==> src/rtl/instr_type.sv <==
// Store instruction types shared by the store issue path.
// Kind/error enums plus decode and size helpers.
package instr_type;

    typedef enum logic [2:0] {
        sk_sb      = 3'd0,
        sk_sh      = 3'd1,
        sk_sw      = 3'd2,
        sk_invalid = 3'd3,
        sk_sd      = 3'd4
    } store_kind_t;

    typedef enum logic [1:0] {
        se_none       = 2'd0,
        se_invalid    = 2'd1,
        se_misaligned = 2'd2
    } store_err_t;

    // Byte count of a store kind; 0 for invalid.
    function automatic logic [3:0] store_size(store_kind_t k);
        logic [3:0] s;
        s = 4'd0;
        unique case (k)
            sk_sb:   s = 4'd1;
            sk_sh:   s = 4'd2;
            sk_sw:   s = 4'd4;
            sk_sd:   s = 4'd8;
            default: s = 4'd0;
        endcase
        return s;
    endfunction

    // funct3 to kind; sd only exists on a 64-bit datapath.
    function automatic store_kind_t store_decode(
        logic [2:0] funct3,
        logic       wide
    );
        store_kind_t k;
        k = sk_invalid;
        unique case (funct3)
            3'b000:  k = sk_sb;
            3'b001:  k = sk_sh;
            3'b010:  k = sk_sw;
            3'b011:  k = wide ? sk_sd : sk_invalid;
            default: k = sk_invalid;
        endcase
        return k;
    endfunction

endpackage

==> src/rtl/store_unit_if.sv <==
// Request, bus and response bundle of the store unit.
// master drives requests and bus_ready; slave is the unit.
interface store_unit_if
    import instr_type::*;
#(
    parameter int XLEN = 32
);

    logic                req_valid;
    logic                req_ready;
    logic [2:0]          req_funct3;
    logic [XLEN-1:0]     req_addr;
    logic [XLEN-1:0]     req_wdata;
    logic                bus_valid;
    logic                bus_ready;
    logic [XLEN-1:0]     bus_addr;
    logic [XLEN-1:0]     bus_wdata;
    logic [XLEN/8-1:0]   bus_wstrb;
    logic                resp_valid;
    store_err_t          resp_err;
    store_kind_t         kind;

    modport master (
        output req_valid, req_funct3, req_addr, req_wdata, bus_ready,
        input  req_ready, bus_valid, bus_addr, bus_wdata, bus_wstrb,
        input  resp_valid, resp_err, kind
    );

    modport slave (
        input  req_valid, req_funct3, req_addr, req_wdata, bus_ready,
        output req_ready, bus_valid, bus_addr, bus_wdata, bus_wstrb,
        output resp_valid, resp_err, kind
    );

endinterface

==> src/rtl/store_lane_align.sv <==
// Places store data onto bus byte lanes across two words.
// Purely combinational; also flags misalignment and crossing.
module store_lane_align
    import instr_type::*;
#(
    parameter int XLEN = 32,
    localparam int NB = XLEN / 8,
    localparam int OW = $clog2(NB)
) (
    input  store_kind_t     kind,
    input  logic [OW-1:0]   offset,
    input  logic [XLEN-1:0] data,
    output logic [XLEN-1:0] wdata0,
    output logic [XLEN-1:0] wdata1,
    output logic [NB-1:0]   wstrb0,
    output logic [NB-1:0]   wstrb1,
    output logic            misaligned,
    output logic            crossing
);

    logic [3:0]        size;
    logic [OW-1:0]     lsb;
    logic [XLEN-1:0]   masked;
    logic [NB-1:0]     smask;
    logic [2*XLEN-1:0] wide;
    logic [2*NB-1:0]   swide;

    // Mask to the store size, then shift into a two-word window.
    always_comb begin
        size   = store_size(kind);
        masked = '0;
        smask  = '0;
        for (int b = 0; b < NB; b++) begin
            if (b < int'(size)) begin
                masked[b*8 +: 8] = data[b*8 +: 8];
                smask[b]         = 1'b1;
            end
        end
        wide       = {{XLEN{1'b0}}, masked} << {offset, 3'b000};
        swide      = {{NB{1'b0}}, smask} << offset;
        lsb        = OW'(size - 4'd1);
        misaligned = |(offset & lsb);
        crossing   = (int'(offset) + int'(size)) > NB;
        wdata0     = wide[XLEN-1:0];
        wdata1     = wide[2*XLEN-1:XLEN];
        wstrb0     = swide[NB-1:0];
        wstrb1     = swide[2*NB-1:NB];
    end

endmodule

==> src/rtl/store_unit.sv <==
// Store issue unit: decode, lane-align and split stores into beats.
// Every accepted request ends with a one-cycle response.
module store_unit
    import instr_type::*;
#(
    parameter int XLEN             = 32,
    parameter bit SPLIT_MISALIGNED = 1'b1
) (
    input  logic       clk,
    input  logic       rst,
    store_unit_if.slave sif
);

    localparam int NB = XLEN / 8;
    localparam int OW = $clog2(NB);

    typedef enum logic [1:0] {
        IDLE  = 2'd0,
        BEAT0 = 2'd1,
        BEAT1 = 2'd2,
        RESP  = 2'd3
    } state_t;

    state_t          state;
    store_kind_t     dec_kind;
    logic            accept;
    logic [XLEN-1:0] base;
    logic [XLEN-1:0] al_wdata0;
    logic [XLEN-1:0] al_wdata1;
    logic [NB-1:0]   al_wstrb0;
    logic [NB-1:0]   al_wstrb1;
    logic            al_mis;
    logic            al_cross;
    logic [XLEN-1:0] b1_addr;
    logic [XLEN-1:0] b1_wdata;
    logic [NB-1:0]   b1_wstrb;
    logic            cross_q;

    assign dec_kind = store_decode(sif.req_funct3, XLEN == 64);
    assign accept   = sif.req_valid && sif.req_ready;
    assign base     = {sif.req_addr[XLEN-1:OW], {OW{1'b0}}};

    store_lane_align #(
        .XLEN (XLEN)
    ) u_align (
        .kind       (dec_kind),
        .offset     (sif.req_addr[OW-1:0]),
        .data       (sif.req_wdata),
        .wdata0     (al_wdata0),
        .wdata1     (al_wdata1),
        .wstrb0     (al_wstrb0),
        .wstrb1     (al_wstrb1),
        .misaligned (al_mis),
        .crossing   (al_cross)
    );

    // Request FSM; beat1 is captured at acceptance so req_* may change.
    always_ff @(posedge clk or negedge rst) begin
        if (!rst) begin
            state          <= IDLE;
            sif.req_ready  <= 1'b1;
            sif.bus_valid  <= 1'b0;
            sif.bus_addr   <= '0;
            sif.bus_wdata  <= '0;
            sif.bus_wstrb  <= '0;
            sif.resp_valid <= 1'b0;
            sif.resp_err   <= se_none;
            sif.kind       <= sk_invalid;
            b1_addr        <= '0;
            b1_wdata       <= '0;
            b1_wstrb       <= '0;
            cross_q        <= 1'b0;
        end else begin
            unique case (state)
                IDLE: begin
                    if (accept) begin
                        sif.req_ready <= 1'b0;
                        sif.kind      <= dec_kind;
                        if (dec_kind == sk_invalid) begin
                            sif.resp_valid <= 1'b1;
                            sif.resp_err   <= se_invalid;
                            state          <= RESP;
                        end else if (al_mis && !SPLIT_MISALIGNED) begin
                            sif.resp_valid <= 1'b1;
                            sif.resp_err   <= se_misaligned;
                            state          <= RESP;
                        end else begin
                            sif.bus_valid <= 1'b1;
                            sif.bus_addr  <= base;
                            sif.bus_wdata <= al_wdata0;
                            sif.bus_wstrb <= al_wstrb0;
                            b1_addr       <= base + XLEN'(NB);
                            b1_wdata      <= al_wdata1;
                            b1_wstrb      <= al_wstrb1;
                            cross_q       <= al_cross;
                            state         <= BEAT0;
                        end
                    end
                end
                BEAT0: begin
                    if (sif.bus_ready) begin
                        if (cross_q) begin
                            sif.bus_addr  <= b1_addr;
                            sif.bus_wdata <= b1_wdata;
                            sif.bus_wstrb <= b1_wstrb;
                            state         <= BEAT1;
                        end else begin
                            sif.bus_valid  <= 1'b0;
                            sif.resp_valid <= 1'b1;
                            sif.resp_err   <= se_none;
                            state          <= RESP;
                        end
                    end
                end
                BEAT1: begin
                    if (sif.bus_ready) begin
                        sif.bus_valid  <= 1'b0;
                        sif.resp_valid <= 1'b1;
                        sif.resp_err   <= se_none;
                        state          <= RESP;
                    end
                end
                RESP: begin
                    sif.resp_valid <= 1'b0;
                    sif.req_ready  <= 1'b1;
                    state          <= IDLE;
                end
                default: state <= IDLE;
            endcase
        end
    end

endmodule

==> src/flat_wrapper.sv <==
// flat-port wrapper written by rule: the top's interface ports become plain ports
module store_unit_flat import instr_type::*;
#(
    parameter int XLEN             = 32,
    parameter bit SPLIT_MISALIGNED = 1'b1
)
  (clk, rst, sif_req_valid, sif_req_funct3, sif_req_addr, sif_req_wdata, sif_bus_ready, sif_req_ready, sif_bus_valid, sif_bus_addr, sif_bus_wdata, sif_bus_wstrb, sif_resp_valid, sif_resp_err, sif_kind);
  store_unit_if #(.XLEN(XLEN)) sif_i ();
  input  logic clk;
  input  logic rst;
  input wire logic [$bits(sif_i.req_valid)-1:0] sif_req_valid;
  input wire logic [$bits(sif_i.req_funct3)-1:0] sif_req_funct3;
  input wire logic [$bits(sif_i.req_addr)-1:0] sif_req_addr;
  input wire logic [$bits(sif_i.req_wdata)-1:0] sif_req_wdata;
  input wire logic [$bits(sif_i.bus_ready)-1:0] sif_bus_ready;
  output wire logic [$bits(sif_i.req_ready)-1:0] sif_req_ready;
  output wire logic [$bits(sif_i.bus_valid)-1:0] sif_bus_valid;
  output wire logic [$bits(sif_i.bus_addr)-1:0] sif_bus_addr;
  output wire logic [$bits(sif_i.bus_wdata)-1:0] sif_bus_wdata;
  output wire logic [$bits(sif_i.bus_wstrb)-1:0] sif_bus_wstrb;
  output wire logic [$bits(sif_i.resp_valid)-1:0] sif_resp_valid;
  output wire logic [$bits(sif_i.resp_err)-1:0] sif_resp_err;
  output wire logic [$bits(sif_i.kind)-1:0] sif_kind;
  assign sif_i.req_valid = sif_req_valid;
  assign sif_i.req_funct3 = sif_req_funct3;
  assign sif_i.req_addr = sif_req_addr;
  assign sif_i.req_wdata = sif_req_wdata;
  assign sif_i.bus_ready = sif_bus_ready;
  assign sif_req_ready = sif_i.req_ready;
  assign sif_bus_valid = sif_i.bus_valid;
  assign sif_bus_addr = sif_i.bus_addr;
  assign sif_bus_wdata = sif_i.bus_wdata;
  assign sif_bus_wstrb = sif_i.bus_wstrb;
  assign sif_resp_valid = sif_i.resp_valid;
  assign sif_resp_err = sif_i.resp_err;
  assign sif_kind = sif_i.kind;
  store_unit #(.XLEN(XLEN), .SPLIT_MISALIGNED(SPLIT_MISALIGNED)) u_core (.clk(clk), .rst(rst), .sif(sif_i));
endmodule
==> config.mk <==
export PLATFORM = sky130hd
export DESIGN_NAME = store_unit_flat
export DESIGN_NICKNAME = d
export VERILOG_FILES = /design/src/rtl/instr_type.sv /design/src/rtl/store_unit_if.sv /design/src/rtl/store_lane_align.sv /design/src/rtl/store_unit.sv /design/src/flat_wrapper.sv
export SDC_FILE = /design/constraint.sdc
export NUM_CORES = 1
export LEC_CHECK = 0
export BUFFER_PORTS_ARGS = -buffer_cell sky130_fd_sc_hd__buf_4
export CELL_PAD_IN_SITES_DETAIL_PLACEMENT = 0
export CELL_PAD_IN_SITES_GLOBAL_PLACEMENT = 1
export CORE_UTILIZATION = 38
export DETAILED_ROUTE_END_ITERATION = 8
export PLACE_DENSITY = 0.8
export SLEW_MARGIN = 20
export SYNTH_ARGS = -nofsm -noshare
export SYNTH_HDL_FRONTEND = slang
export SYNTH_SLANG_ARGS = --single-unit
==> constraint.sdc <==
create_clock -name clk -period 2 [get_ports clk]
set_input_delay 0.5 -clock clk [delete_from_list [all_inputs] [get_ports clk]]
set_output_delay 0.5 -clock clk [all_outputs]
set_load 0.01 [all_outputs]
Word-level counts from Yosys, hierarchy flattened

Cells that the tools add are included.
Widths: inputs -> output; s select.

Register bits: 147
Bits of input ports: 71
Output and inout bits: 76
Word-level logic and storage cells: 105

Add/subtract/negate cells: 2
Magnitude comparators: 5
Equal/unequal tests: 16
Shift-type cells: 2
Mux-type cells: 51
Bitwise logic cells: 1
Reductions and logical operators: 15

Operators by type and width:

| kind                  | number |
|---|---|
| $mux 32               | 8 |
| $pmux 32 s2           | 2 |
| $shl 32x5->64         | 1 |
| $add 32x3->32 const B | 1 |
| $mux 8                | 4 |
| $mux 2                | 9 |
| $mux 1                | 16 |
| $mux 4                | 4 |
| $pmux 4 s4            | 1 |
| $pmux 2 s3            | 2 |
| $reduce_and 6->1      | 2 |
| $reduce_and 5->1      | 2 |
| $lt 1x4->1 const A    | 2 |
| $lt 2x4->1 const A    | 2 |
| $ne 2x2->1 const B    | 4 |
| $pmux 2 s4            | 1 |
| $pmux 4 s2            | 1 |
| $shl 4x2->8           | 1 |
| $eq 2x2->1 const B    | 3 |
| $eq 3x1->1 const B    | 2 |
| $eq 3x2->1 const B    | 2 |
| $logic_not 3->1       | 2 |
| $ne 2x1->1 const B    | 3 |
| $reduce_and 3->1      | 2 |
| 13 further kinds      | 15 |

Depth between registers and ports, before layout

Gate-level depths: netlist of run 1.

Depth after elaboration: 10
Depth in mapped cells: 12
Gate-level depth less buffers: 9

By module

From an unflattened synthesis of run 1, not the netlist that was laid out.

Cell total of the unflattened synthesis: 780
Area total of the unflattened synthesis: 7865.0 sq um

By module, submodules not included:

| module           | times used | cells an instance | area each (sq um) | seq. area each (sq um) |
|---|---|---|---|---|
| store_unit       | 1          | 603               | 6591.3            | 3532.1 |
| store_lane_align | 1          | 177               | 1273.7            | 0.0 |

Worst setup path before layout of run 1

Ideal clock, no wire load.

Path kind: input port to flip-flop
Start: input port sif_req_funct3[1]
End: register u_core.sif.bus_wdata[10]
Library setup time: 0.123 ns
Data arrival time: 2.023 ns
Required time: 1.877 ns
Slack: -0.145 ns
Cell stages on the path: 12
Path buffers: 3
Path through: nor2_1 > and2_1 > inv_1 > ha_1 > o21ai_2 > nand2b_4 > buf_6 > a22o_4 > buf_6 > buf_6 > a221oi_2 > nor2_1

Longest elaborated chain between the ends: 10
Elaborated cells between the ends (all ways): 24
Those cells by class: order compare (4); eq/ne (7); shift (1); mux (9); reduce/logical (3)

RTL lines:

| item                                     | line                   | RTL |
|---|---|---|
| from (decl)                              | flat_wrapper.sv:12     | `input wire logic [$bits(sif_i.req_funct3)-1:0] sif_req_funct3;` |
| $eq 3x2->1, or another cell as far along | instr_type.sv:40       | `unique case (funct3)` |
| $pmux 2 s3 (*)                           | instr_type.sv:40       |  |
| $eq 3x3->1, or another cell as far along | instr_type.sv:23       | `unique case (k)` |
| $pmux 4 s4                               | instr_type.sv:23       |  |
| $lt 1x4->1 or $lt 2x4->1 (tied branches) | store_lane_align.sv:34 | `if (b < int'(size)) begin` |
| $mux 8                                   | store_lane_align.sv:34 |  |
| $shl 32x5->64                            | store_lane_align.sv:39 | `wide = {{XLEN{1'b0}}, masked} << {offset, 3'b000};` |
| $mux 32                                  | store_unit.sv:79       | `if (dec_kind == sk_invalid) begin` |
| $mux 32                                  | store_unit.sv:76       | `if (accept) begin` |
| $pmux 32 s2                              | store_unit.sv:74       | `unique case (state)` |
| to (signal assigned)                     | store_unit.sv:90       | `sif.bus_wdata <= al_wdata0;` |
| to (signal assigned)                     | store_unit.sv:104      | `sif.bus_wdata <= b1_wdata;` |
| to (decl)                                | store_unit_if.sv:31    | `output req_ready, bus_valid, bus_addr, bus_wdata, bus_wstrb,` |

Mark *: on every way between the ends. The rest lies on a longest branch, timed or not. The select of a mux whose other input is x is not followed.
A chain may end at the register's enable or synchronous reset.

Worst setup path after layout of run 1

Start: register u_core.state[0]
End: register u_core.sif.bus_wdata[4]

Longest elaborated chain between the ends: 3
Elaborated cells between the ends (all ways): 9
Those cells by class: eq/ne (5); mux (1); reduce/logical (3)

RTL lines:

| item                                               | line             | RTL |
|---|---|---|
| from (decl)                                        | store_unit.sv:24 | `state_t state;` |
| from (signal assigned)                             | store_unit.sv:60 | `state <= IDLE;` |
| from (signal assigned)                             | store_unit.sv:82 | `state <= RESP;` |
| from (signal assigned)                             | store_unit.sv:86 | `state <= RESP;` |
| $eq 2x1->1 or $logic_not 2->1 (tied branches)      | store_unit.sv:74 |  |
| $ne 2x1->1 (no line), or another cell as far along | n/a              |  |
| $reduce_and 5->1 (no line)                         | n/a              |  |

Parallel ways exist; a longest one is shown, timed or not.

==> run_results.csv, run 1 <==
group,metric,value,unit
yosys,synth_flop_cell,"sky130_fd_sc_hd__dfrtp_1",
routing,wl_per_cell,16.4,microns
timing,finalSetupViolations,0,
timing,timing_hold_violations_final,0,
critical_path,arrival,2170,ps
timing,max_clock_freq,0.529,GHz
timing,max_slew.worst_pin.slew,548,ps
yosys,ys_warn_count,0,
yosys,synth-async-reset-ratio,100,%
critical_path,required_time_at_the_worst_slack_endpoint,2280,ps
power,power.share.switching,35.8,%
critical_path,cp_max_fo,14,
routing,detail_route.wirelength,18800,microns
placed_design,detailed_place.area,0.00855,sq mm
clocking,clockBufferDepth,2,
yosys,yosys_register_bits,132,
timing,finClkSkew,8.84,ps
global_route,grt_max_degree,51,
power,post-layout-total-power,12.4,mW
critical_path,critical_path.reg2reg.startpoint,"u_core.state[0]",
timing,max_slew_violation_count,0,
min_path,holdCritPathClass,"input pin to register",
critical_path,timing.critical_path.depth,8,
power,netSwitchingPower,4.45,mW
final_layout,fin_nets,985,
power,p_int,7.99,mW
critical_path,family_with_the_most_delay_on_the_worst_path,"compound AO/OA/AOI/OAI gates",
yosys,yosys.area.top_type_share,46.5,%
clocking,cts.root.buffer_cell,"sky130_fd_sc_hd__clkbuf_16",
clocking,clk_latency,410,ps
placed_design,io_buffers,142,
timing,tmin_final,1890,ps
global_route,grt_pass1_wl,30200,microns
timing,slew-limit-headroom,63.5,%
routing,detail_route_antenna_nets,0,
power,power.share.sequential,34.4,%
yosys,synth_edf_count,0,
min_path,hold_path.startpoint,"sif_req_addr[2]",
floorplanning,die_x,137,microns
routing,drc_viols,0,
routing,firstDrtPassIters,6,
timing,tns,0,ps
power,max-vdd-ir-drop,0.696,mV
final_layout,share_of_post_route_cells_with_drive_strength_above_1,30.5,%
final_layout,diodes,0,
clocking,cts_tree,"yes",
final_layout,post-route-util,51.4,%
critical_path,cpPeakStageDelay,370,ps
yosys,avg_cell_area_syn,9.45,sq um
critical_path,critPathLaunchType,"register",
floorplanning,ioPinCount,147,
clocking,numClockSinks,132,
global_route,congestion_overflow_gr,0,
critical_path,critical_path.startpoint,"u_core.state[0]",
power,comb_power_share,39.7,%
yosys,post_synth_inst_count,734,
timing,layout_worst_path_cycle_share,94.5,%
routing,via_per_inst,5.13,
yosys,yosys.cell_types.count,51,
critical_path,timing.critical_path.to_type,"register",
final_layout,area.growth.synth_to_final,32.5,%
placed_design,hpwl,13800,microns
final_layout,layout.cells.most_common_list,"192 x sky130_fd_sc_hd__buf_4, 145 x sky130_fd_sc_hd__nand2_1, 129 x sky130_fd_sc_hd__dfrtp_1, 105 x sky130_fd_sc_hd__o21ai_0, 52 x sky130_fd_sc_hd__nor2_1",
critical_path,cp_class,"register to register",
power,power_density,1350,mW/mm^2
global_route,grt_antenna_before_repair,0,
critical_path,rr_worst_depth,8,
final_layout,final_cell_area_excluding_filler_cells,0.00920,sq mm
final_layout,layout_commonest_cell,"sky130_fd_sc_hd__buf_4",
floorplanning,placeable_core_region,0.0179,sq mm
yosys,syn-cell-area,0.00694,sq mm
global_route,global_route.usage.total,20.9,%
power,p_leak,4.25,nW
clocking,cts_htree_levels,4,
status,status,"finished clean",
min_path,min_path_cells,2,
critical_path,worst_path_max_delay_cell,"sky130_fd_sc_hd__dfrtp_1",
routing,detailroute.via_count,5879,
floorplanning,num_rows,49,
critical_path,crit_path_cell_trace,"inv_1 -> ha_2 -> nand3_4 -> nand2b_4 -> a22o_4 -> buf_4 -> a221oi_2 -> nor2_1",
clocking,clock_buffers_created_by_tritoncts,17,
yosys,post_synthesis_sequential_area_ratio,47.7,%
floorplanning,die_h,137,microns
yosys,post_synth_main_area_contributors,"sky130_fd_sc_hd__dfrtp_1 47%, sky130_fd_sc_hd__nand2_1 7.8%, sky130_fd_sc_hd__o21ai_0 7.6%",
routing,drt_iter0_markers,285,
timing,fin_worst_hold_slack,316,ps
floorplanning,total_die_area,0.0188,sq mm
yosys,synth_top_area_cell,"sky130_fd_sc_hd__dfrtp_1",
clocking,worst_setup_hold_path_clk_slew,60,ps
flow_run,max-cap-violations,0,
timing,rsz0062_at_grt,"false",
final_layout,final.fill_count,1710,
critical_path,worst-path-buf-inv,2,
power,clock_power_share,25.9,%
global_route,vias_in_the_first_global_route,5606,
placed_design,globalplace.congestion,0.891,
floorplanning,initial_core_util,38.8,%
-- Yosys cell counts (2+ instances only) --
| library cell | number |
|---|---|
| sky130_fd_sc_hd__nand2_1 | 145 |
| sky130_fd_sc_hd__dfrtp_1 | 129 |
| sky130_fd_sc_hd__o21ai_0 | 105 |
| sky130_fd_sc_hd__nor2_1 | 53 |
| sky130_fd_sc_hd__mux2i_1 | 34 |
| sky130_fd_sc_hd__clkbuf_1 | 25 |
| sky130_fd_sc_hd__xor2_1 | 21 |
| sky130_fd_sc_hd__nand3_1 | 15 |
| sky130_fd_sc_hd__a221oi_2 | 14 |
| sky130_fd_sc_hd__buf_2 | 14 |
| sky130_fd_sc_hd__mux2_2 | 13 |
| sky130_fd_sc_hd__inv_1 | 11 |
| sky130_fd_sc_hd__a22o_1 | 10 |
| sky130_fd_sc_hd__ha_1 | 10 |
| sky130_fd_sc_hd__a22oi_1 | 9 |
| sky130_fd_sc_hd__nand4_1 | 9 |
| sky130_fd_sc_hd__nand2b_1 | 8 |
| sky130_fd_sc_hd__o2bb2ai_1 | 8 |
| sky130_fd_sc_hd__o31ai_1 | 8 |
| sky130_fd_sc_hd__xnor2_1 | 8 |
| sky130_fd_sc_hd__a21oi_1 | 7 |
| sky130_fd_sc_hd__and3_1 | 6 |
| sky130_fd_sc_hd__buf_4 | 6 |
| sky130_fd_sc_hd__o22ai_1 | 6 |
| sky130_fd_sc_hd__a211oi_1 | 5 |
| sky130_fd_sc_hd__a221o_1 | 5 |
| sky130_fd_sc_hd__buf_6 | 5 |
| sky130_fd_sc_hd__nor3_1 | 5 |
| sky130_fd_sc_hd__buf_1 | 4 |
| sky130_fd_sc_hd__o21ai_1 | 4 |
| sky130_fd_sc_hd__a221oi_1 | 3 |
| sky130_fd_sc_hd__dfstp_2 | 3 |
| sky130_fd_sc_hd__nor2b_1 | 3 |
| sky130_fd_sc_hd__nor3_2 | 3 |
| sky130_fd_sc_hd__a21o_1 | 2 |
| sky130_fd_sc_hd__nor2_2 | 2 |
| sky130_fd_sc_hd__nor4_1 | 2 |
-- state kept, by name, indices dropped and copies added (netlist names) --
signal                 cells
u_core.sif.req_ready       1
u_core.b1_wdata           24
u_core.sif.bus_wdata      32
u_core.b1_addr            30
u_core.sif.bus_valid       1
u_core.state               2
u_core.sif.resp_err        1
u_core.b1_wstrb            3
u_core.sif.bus_wstrb       4
u_core.cross_q             1
u_core.sif.kind            2
u_core.sif.resp_valid      1
u_core.sif.bus_addr       30
-- what timing repair did --
item	4_1_cts	5_1_grt
hold endpoints to repair	8	0
setup endpoints to repair	0	55
hold buffers	1	0
buffers inserted	0	2
resized for setup	0	4
-- worst paths after layout --
kind                                             to  slack, ps
setup / recovery            u_core.sif.bus_wdata[4]        110
hold / removal                    u_core.b1_addr[2]        320
setup reg to reg            u_core.sif.bus_wdata[4]        110
hold reg to reg                 u_core.b1_wdata[16]        470
max in group asynchronous        u_core.sif.kind[0]        770
min in group asynchronous  u_core.sif.bus_wdata[30]        570
-- cells by family (layout without fill, tap and decap cells) --
logic type | Yosys count | in the layout | share of synthesized area, %
simple gates | 257 | 257 | 16.2
buf+inv | 66 | 245 | 4.69
xor+xnor | 29 | 29 | 3.66
mux | 47 | 47 | 7.01
fa+ha+maj | 11 | 11 | 2.09
flops | 132 | 132 | 47.7
other cells | 1 | 4 | 0.0540
compound gates | 191 | 191 | 18.6
-- stage by stage --
stage / std cells / worst slack, ps
after floorplan: 737 / -14.6
after global placement: 1110 / -215
after detailed placement: 1110 / -284
after CTS: 1143 / 56.6
after global routing: 1145 / 2.18
final: 1145 / 109
-- area by class of cell --
type,instances,area [sq um],share of cell area [%]
multi-input cells,539,3370,36.6
flip-flops and latches,132,3310,36.0
repair buffers,201,1590,17.2
clock buffers,17,425,4.63
well taps,229,287,3.12
clock inverters,15,180,1.96
inverters,12,47.5,0.517
-- layer usage --
metal / share of wire [%] / track usage [%]
met1: 49 / 30.8
met2: 44 / 30.8
met3: 5.9 / 4.00
met4: 1.4 / 6.29
met5: 0 / 0
-- power groups by stage --
stage               registers [mW]  clock network (mW)  logic [mW]
detailed placement            4.32                   0        4.95
CTS                           4.29                3.29        4.95
finish                        4.28                3.22        4.94
global route                  4.41                3.41        5.53
floorplan                     4.49                   0        2.67
global placement              4.31                   0        4.86
(Power assumes the default switching activity.)
==> inputs of run 2 (changes only) <==
Settings changed: CELL_PAD_IN_SITES_DETAIL_PLACEMENT 0 to not set, CELL_PAD_IN_SITES_GLOBAL_PLACEMENT 1 to not set, CORE_UTILIZATION 38 to 40, PLACE_DENSITY 0.8 to 0.67.
==> run 2 against run 1 <==
Compared with the run above: the flow now finishes with violations (negative hold slack); flip-flop and latch count unchanged; global-route usage up 1.2 points; combinational power up 4.7%; clock skew down 0.62 ps; sequential share of layout area down 0.34 points; worst hold slack worse by 320 ps; cell area up 0.97%; sequential power about the same; critical path type unchanged; largest power group unchanged.
==> run_results.csv, run 2 (synthesis results as in run 1) <==
group,metric,value,unit
global_route,grt_max_degree,48,
final_layout,fin_nets,983,
global_route,vias_in_the_first_global_route,5831,
power,power_density,1380,mW/mm^2
routing,detail_route_antenna_nets,0,
timing,fin_worst_hold_slack,-1.99,ps
final_layout,biggestRegsByFlops,"u_core.sif.bus_wdata: 32 flops, u_core.b1_addr: 30 flops, u_core.sif.bus_addr: 30 flops",
timing,max_slew.worst_pin.slew,511,ps
placed_design,hpwl,13500,microns
power,max-vdd-ir-drop,0.735,mV
global_route,congestion_overflow_gr,0,
critical_path,timing.critical_path.to_type,"register",
min_path,holdCritPathClass,"input pin to async pin",
routing,drt_iter0_markers,345,
placed_design,globalplace.congestion,0.866,
final_layout,largest-register,"u_core.sif.bus_wdata",
final_layout,layout_commonest_cell,"sky130_fd_sc_hd__buf_4",
critical_path,arrival,2230,ps
critical_path,worst_path_max_delay_cell,"sky130_fd_sc_hd__dfrtp_1",
floorplanning,total_die_area,0.0179,sq mm
floorplanning,die_x,134,microns
clocking,cts_tree,"yes",
timing,max_clock_freq,0.517,GHz
timing,tmin_final,1930,ps
timing,slew-limit-headroom,65.8,%
floorplanning,num_rows,47,
routing,detailroute.via_count,6035,
timing,finalSetupViolations,0,
final_layout,largest_register_ffs,32,
critical_path,worst-path-buf-inv,2,
clocking,worst_setup_hold_path_clk_slew,60,ps
placed_design,io_buffers,142,
critical_path,family_with_the_most_delay_on_the_worst_path,"compound AO/OA/AOI/OAI gates",
power,p_leak,4.28,nW
global_route,grt_antenna_before_repair,0,
placed_design,detailed_place.area,0.00858,sq mm
critical_path,required_time_at_the_worst_slack_endpoint,2300,ps
clocking,clock_buffers_created_by_tritoncts,17,
critical_path,cpPeakStageDelay,380,ps
timing,max_slew_violation_count,0,
final_layout,diodes,0,
critical_path,critPathLaunchType,"register",
status,violations,"negative hold slack",
power,post-layout-total-power,12.9,mW
final_layout,instances_no_fill,1134,
placed_design,dpl.cell_count,1097,
routing,drc_viols,0,
global_route,grt_pass1_wl,30700,microns
floorplanning,ioPinCount,147,
routing,firstDrtPassIters,5,
final_layout,layout.cells.most_common_list,"185 x sky130_fd_sc_hd__buf_4, 145 x sky130_fd_sc_hd__nand2_1, 129 x sky130_fd_sc_hd__dfrtp_1, 104 x sky130_fd_sc_hd__o21ai_0, 52 x sky130_fd_sc_hd__nor2_1",
floorplanning,placeable_core_region,0.0168,sq mm
critical_path,cp_class,"register to register",
timing,fin_ws,66.6,ps
final_layout,post-route-util,55.4,%
final_layout,area.growth.synth_to_final,33.8,%
floorplanning,die_h,134,microns
critical_path,cp_max_fo,9,
critical_path,crit_path_cell_trace,"inv_1 -> ha_4 -> nand3_4 -> nand2b_4 -> a22o_4 -> buf_4 -> a221oi_2 -> nor2_1",
final_layout,multiInputGateArea,0.00339,sq mm
timing,timing_hold_violations_final,1,
flow_run,max-cap-violations,0,
timing,layout_worst_path_cycle_share,96.7,%
final_layout,sequential_cell_area,0.00331,sq mm
routing,via_per_inst,5.32,
clocking,cts.root.buffer_cell,"sky130_fd_sc_hd__clkbuf_16",
final_layout,share_of_post_route_cells_with_drive_strength_above_1,30.5,%
final_layout,final.fill_count,1529,
final_layout,final_cell_area_excluding_filler_cells,0.00929,sq mm
clocking,cts_htree_levels,4,
clocking,numClockSinks,132,
clocking,clockBufferDepth,2,
clocking,cts_hold_buf,0,
status,status,"finished with violations",
clocking,clk_latency,420,ps
routing,detail_route.wirelength,19400,microns
routing,wl_per_cell,17.1,microns
timing,tns,0,ps
timing,finClkSkew,8.22,ps
placed_design,pre_cts_ws,-426,ps
global_route,global_route.usage.total,22.1,%
floorplanning,initial_core_util,41.4,%
## run 2: layout make-up
cell class / count / share of cell area [%]
inverters: 12 / 0.512
multi-input cells: 540 / 36.6
repair buffers: 198 / 17.5
flip-flops and latches: 132 / 35.6
clock buffers: 18 / 4.73
clock inverters: 14 / 2.16
well taps: 220 / 2.96
## run 2: path summary, 6_finish.rpt
path	start	to	slack [ps]	cells past startpoint
max in group asynchronous	rst	u_core.sif.req_ready	1410	2
max reg2reg	u_core.state[0]	u_core.sif.bus_wdata[12]	70	8
max	u_core.state[0]	u_core.sif.bus_wdata[12]	70	8
min	rst	u_core.sif.bus_wdata[13]	-2	1
min in group clk	sif_req_addr[2]	u_core.b1_addr[2]	330	2
min reg2reg	u_core.b1_wdata[17]	u_core.b1_wdata[17]	480	2
## run 2: report_power, final
| group | total (mW) | internal, mW | switching (mW) |
|---|---|---|---|
| sequential | 4.28 | 3.70 | 0.580 |
| combinational | 5.17 | 2.45 | 2.72 |
| clock | 3.40 | 2.13 | 1.27 |
## run 2: layer usage
layer  global-route usage (%)  routed length, microns
met1                     29.0                    8710
met2                     35.1                    8970
met3                     4.91                    1150
met4                     9.41                     535
met5                        0                       0
## run 2: repair_timing
action                     CTS  global route
resized for setup            1             7
setup buffers                0             4
setup endpoints to repair   21            56
pin swaps                    0             1
gates cloned                 0             1
## run 2: worst register-to-register path, cell delays in order, from the launching register on
cell and delay, ps:
sky130_fd_sc_hd__dfrtp_1 380, sky130_fd_sc_hd__inv_1 160, sky130_fd_sc_hd__ha_4 190, sky130_fd_sc_hd__nand3_4 90, sky130_fd_sc_hd__nand2b_4 190, sky130_fd_sc_hd__a22o_4 320
sky130_fd_sc_hd__buf_4 160, sky130_fd_sc_hd__a221oi_2 230, sky130_fd_sc_hd__nor2_1 80
